===== src/rtl/calc_ck_pkg.sv =====
// Shared constants and helpers for the LABS C_k correlation leaf.
// The popcount width and the result width are derived here.
package calc_ck_pkg;

    localparam int Z_WIDTH = 8;

    // Ceiling log2; used for the popcount width as clog2(width + 1).
    function automatic int clog2(input int value);
        int result;
        int remaining;
        result = 0;
        remaining = value - 1;
        while (remaining > 0) begin
            result = result + 1;
            remaining = remaining >> 1;
        end
        return result;
    endfunction

endpackage


===== src/rtl/calc_ck_popcount.sv =====
// Combinational popcount built as a balanced adder tree.
// The module splits its input in halves and recurses until single bits remain.
module calc_ck_popcount
    import calc_ck_pkg::*;
#(
    parameter int WIDTH = 40
) (
    input  logic [WIDTH-1:0]             bits,
    output logic [clog2(WIDTH+1)-1:0]    count
);

    localparam int OUT_W = clog2(WIDTH + 1);

    generate
        if (WIDTH == 1) begin : g_leaf
            assign count = bits;
        end else begin : g_split
            localparam int LO_W  = WIDTH / 2;
            localparam int HI_W  = WIDTH - LO_W;
            localparam int LO_CW = clog2(LO_W + 1);
            localparam int HI_CW = clog2(HI_W + 1);

            logic [LO_CW-1:0] lo_count;
            logic [HI_CW-1:0] hi_count;

            calc_ck_popcount #(.WIDTH(LO_W)) u_lo (
                .bits  (bits[LO_W-1:0]),
                .count (lo_count)
            );

            calc_ck_popcount #(.WIDTH(HI_W)) u_hi (
                .bits  (bits[WIDTH-1:LO_W]),
                .count (hi_count)
            );

            // Both halves are zero-extended to the full count width before adding.
            assign count = OUT_W'(lo_count) + OUT_W'(hi_count);
        end
    endgenerate

endmodule


===== src/rtl/calc_ck.sv =====
// One C_k correlation term: z = SEQ_WIDTH - 2*popcount(a ^ b), registered.
// Partial sums from several instances are added modulo 256 downstream.
module calc_ck
    import calc_ck_pkg::*;
#(
    parameter int SEQ_WIDTH = 40
) (
    input  logic                 clk,
    input  logic                 rst,
    input  logic [SEQ_WIDTH-1:0] a,
    input  logic [SEQ_WIDTH-1:0] b,
    output logic [Z_WIDTH-1:0]   z
);

    localparam int M_W = clog2(SEQ_WIDTH + 1);

    logic [SEQ_WIDTH-1:0] diff;
    logic [M_W-1:0]       mismatches;
    logic [Z_WIDTH-1:0]   sum_next;
    logic [Z_WIDTH-1:0]   z_reg = '0;

    // A mismatching bit pair contributes -1 instead of +1, hence the factor of two.
    assign diff = a ^ b;

    calc_ck_popcount #(.WIDTH(SEQ_WIDTH)) u_popcount (
        .bits  (diff),
        .count (mismatches)
    );

    assign sum_next = Z_WIDTH'(SEQ_WIDTH) - (Z_WIDTH'(mismatches) << 1);

    always_ff @(posedge clk) begin
        if (!rst) begin
            z_reg <= '0;
        end else begin
            z_reg <= sum_next;
        end
    end

    assign z = z_reg;

endmodule


===== config.mk =====
export PLATFORM = sky130hd
export DESIGN_NAME = calc_ck
export DESIGN_NICKNAME = d
export VERILOG_FILES = /design/src/rtl/calc_ck_pkg.sv /design/src/rtl/calc_ck_popcount.sv /design/src/rtl/calc_ck.sv
export SDC_FILE = /design/constraint.sdc
export NUM_CORES = 1
export LEC_CHECK = 0
export CORE_ASPECT_RATIO = 0.6
export CORE_MARGIN = 5
export CORE_UTILIZATION = 43
export CTS_CLUSTER_DIAMETER = 80
export DETAILED_ROUTE_END_ITERATION = 6
export HOLD_SLACK_MARGIN = 0.03
export PLACE_DENSITY_LB_ADDON = 0.2
export SLEW_MARGIN = 30
export SYNTH_ARGS = -nofsm -noshare
export SYNTH_HDL_FRONTEND = slang
export SYNTH_SLANG_ARGS = --single-unit

===== constraint.sdc =====
create_clock -name clk -period 15.25 [get_ports clk]
set_input_delay 3.05 -clock clk [delete_from_list [all_inputs] [get_ports clk]]
set_output_delay 3.05 -clock clk [all_outputs]
set_load 0.01 [all_outputs]

==> results.md <==
* Max-slew violation count at 0
* Final hold violation count at 0
* Async SR Flop Fraction at 0%
* Hold WC Path Type: input pin to flop
* Slowest cell on the critical path: fa_1
* Post-synth top cells: fa_1 (31), inv_1 (27), xor2_1 (22), xnor2_1 (19), ha_1 (12)
* HPWL after DPL at 3410 um
* CP bufs+invs at 6
* CP required at 15.41 ns
* DR iter-0 viols at 35
* # DRC at 0
* Synth Register Bits at 7
* Gp weighted congestion at roughly 0.78
* Synth Net Count at 280
* Hold Crit Start: rst
* Max reg flops at 7
* Number of routed nets with antenna violations at 0
* Endpoints failing setup at 0
* Post-synth cell types at 30
* Most common cell in the synthesized netlist: fa_1
* TritonCTS Sinks at 7
* CP arrival at 9.09 ns
* # diodes at 0
* Post-Synthesis Cells at 155
* Clk root buf: clkbuf_8
* Total negative slack at 0 ns
* Crit path from: b[0]
* Postcts setup bufs at 0
* Initial antenna violation count at 0
* Vias at 1342
* Num ports at 90
* Setup CP Type: input pin to flop
* Most Crowded Layer GR: met2
* Die width at 89.98 um
* RSZ-0062 raised after global routing: false
* Vias in the first global route at 1439
* Vias per inst at roughly 4.6
* Die Area at 5217 um2
* Met1 Use GR at 21.42%
* CP endpoint kind: flop
* Final core occ at 71.40%
* Total CTS buffers at 3
* Global Route met2 Usage at 21.46%
* CP max stage delay at about 0.55 ns
* Cell Area, Synth at 1650 um2
* Core area at between 3000 and 4000 um2
* Gr ovfl total at 0
* Ys flop type: dfxtp_1
* Std cell rows at 17
* Final WL at 3594 um
* Most used cell, CP: fa_1
* CTS tree: built
* Final min period at 8.933 ns
* CTS clock-pin slew for the worst setup and hold paths at 0.04 ns
* Sequential share of the synthesized area at 8.491%
* Global-route wire length before repair at 6265 um
* Outcome: completed
* Share of cells above drive strength 1 at 2.846%
* Fmax at 111.9 MHz
* Starting density of the core at 44.85%
* Number of flops mapped to enable cells by yosys at 0
* I/O Buffers at 88
* Post-cts sizing count at 0
* CP cell instances: clkdlybuf4s50_1, xnor2_1, fa_1, inv_1, fa_1, fa_1, fa_1, fa_1, inv_1, fa_1, fa_1, inv_1, ha_1, fa_1, inv_1, ha_1, inv_1, a211oi_1, a211o_1, a21boi_1
* Area growth syn-to-layout at 59.21%
* Crit start category: input pin
* H-tree Lvls at 1
* TritonRoute pass-1 iters at 4
* Die Ht at ~58 um
* Max-Cap Viols at 0
* Met3 GRT Util at 4.280%
* Total GRT Usage at around 15%
* Syn_area_per_cell at 10.65 um2
* CP max FO at 3
* Yosys warns at 0
* Nets at 372
* Worst path top cell family by delay: adder cells
* Area contributors post-synth: fa_1 (38%), xor2_1 (12%), xnor2_1 (10%), ha_1 (9.1%), dfxtp_1 (8.5%)
* Post-synth top area cell: fa_1
* Clk buf depth at 2
* Largest net degree at the start of global routing at 9
* Final period utilization at 58.58%
* Top-area cell type share of the netlist area at 37.60%
* # hold bufs at CTS at 0
* Routed len/inst at 12.27 um
stage by stage:
step | setup slack [ns] | hold slack, ns | area [um2] | cells
global placement | 6.145 | 3.791 | 2582 | 289
finish | 6.317 | 3.586 | 2628 | 293
global route | 6.075 | 3.597 | 2628 | 293
detailed placement | 6.045 | 3.791 | 2582 | 289
CTS | 6.281 | 3.577 | 2628 | 293
floorplan | 6.733 | 3.172 | 1650 | 155
routing by layer:
| layer | wire length (um) | up-vias |
|---|---|---|
| met3 | 318 | 2 |
| li1 | - | 657 |
| met2 | 1513 | 60 |
| met5 | 0 | - |
| met4 | 12 | 0 |
| met1 | 1749 | 623 |
path summary, 6_finish.rpt:
| check | cells past startpoint | slack (ns) | end |
|---|---|---|---|
| setup / recovery | 20 | 6.32 | z[7] |
| hold / removal | 3 | 3.59 | z[6] |
kinds of logic (layout without fill, tap and decap cells):
| logic type | Yosys count | in the layout | synth area share, % |
|---|---|---|---|
| XOR/XNOR | 43 | 43 | 24.11 |
| AO/OA/AOI/OAI | 16 | 16 | 7.202 |
| flip-flops | 7 | 7 | 8.491 |
| other | 1 | 1 | 0.2272 |
| multiplexers | 2 | 2 | 1.213 |
| AND/OR/NAND/NOR | 15 | 15 | 5.459 |
| buffers and inverters | 28 | 119 | 6.596 |
| adder cells (fa/ha/maj) | 43 | 43 | 46.70 |
layout by cell type, fill, tap and decap left out, types with 2 or more instances in the layout:
cell type        count
nor2b_1              3
a21boi_1             2
o21ai_1              3
fa_1                31
dfxtp_1              7
xnor2_1             19
xor2_1              22
clkbuf_8             3
and2_1               4
mux2i_1              2
clkdlybuf4s50_1     88
inv_1               27
nand3_1              2
a21oi_1              2
ha_1                12
a211oi_1             3
area by class of cell:
class,count,area (um2)
inverter,27,101.3
timing repair buffer,88,880.8
tap,47,58.81
fill,276,1052
sequential,7,140.1
clock buffer,4,45.04
multi-input combinational,120,1401
Power is left out: the tool's default activity adds up to more than one toggle a clock period on the data nets, which glitch-free logic cannot reach.
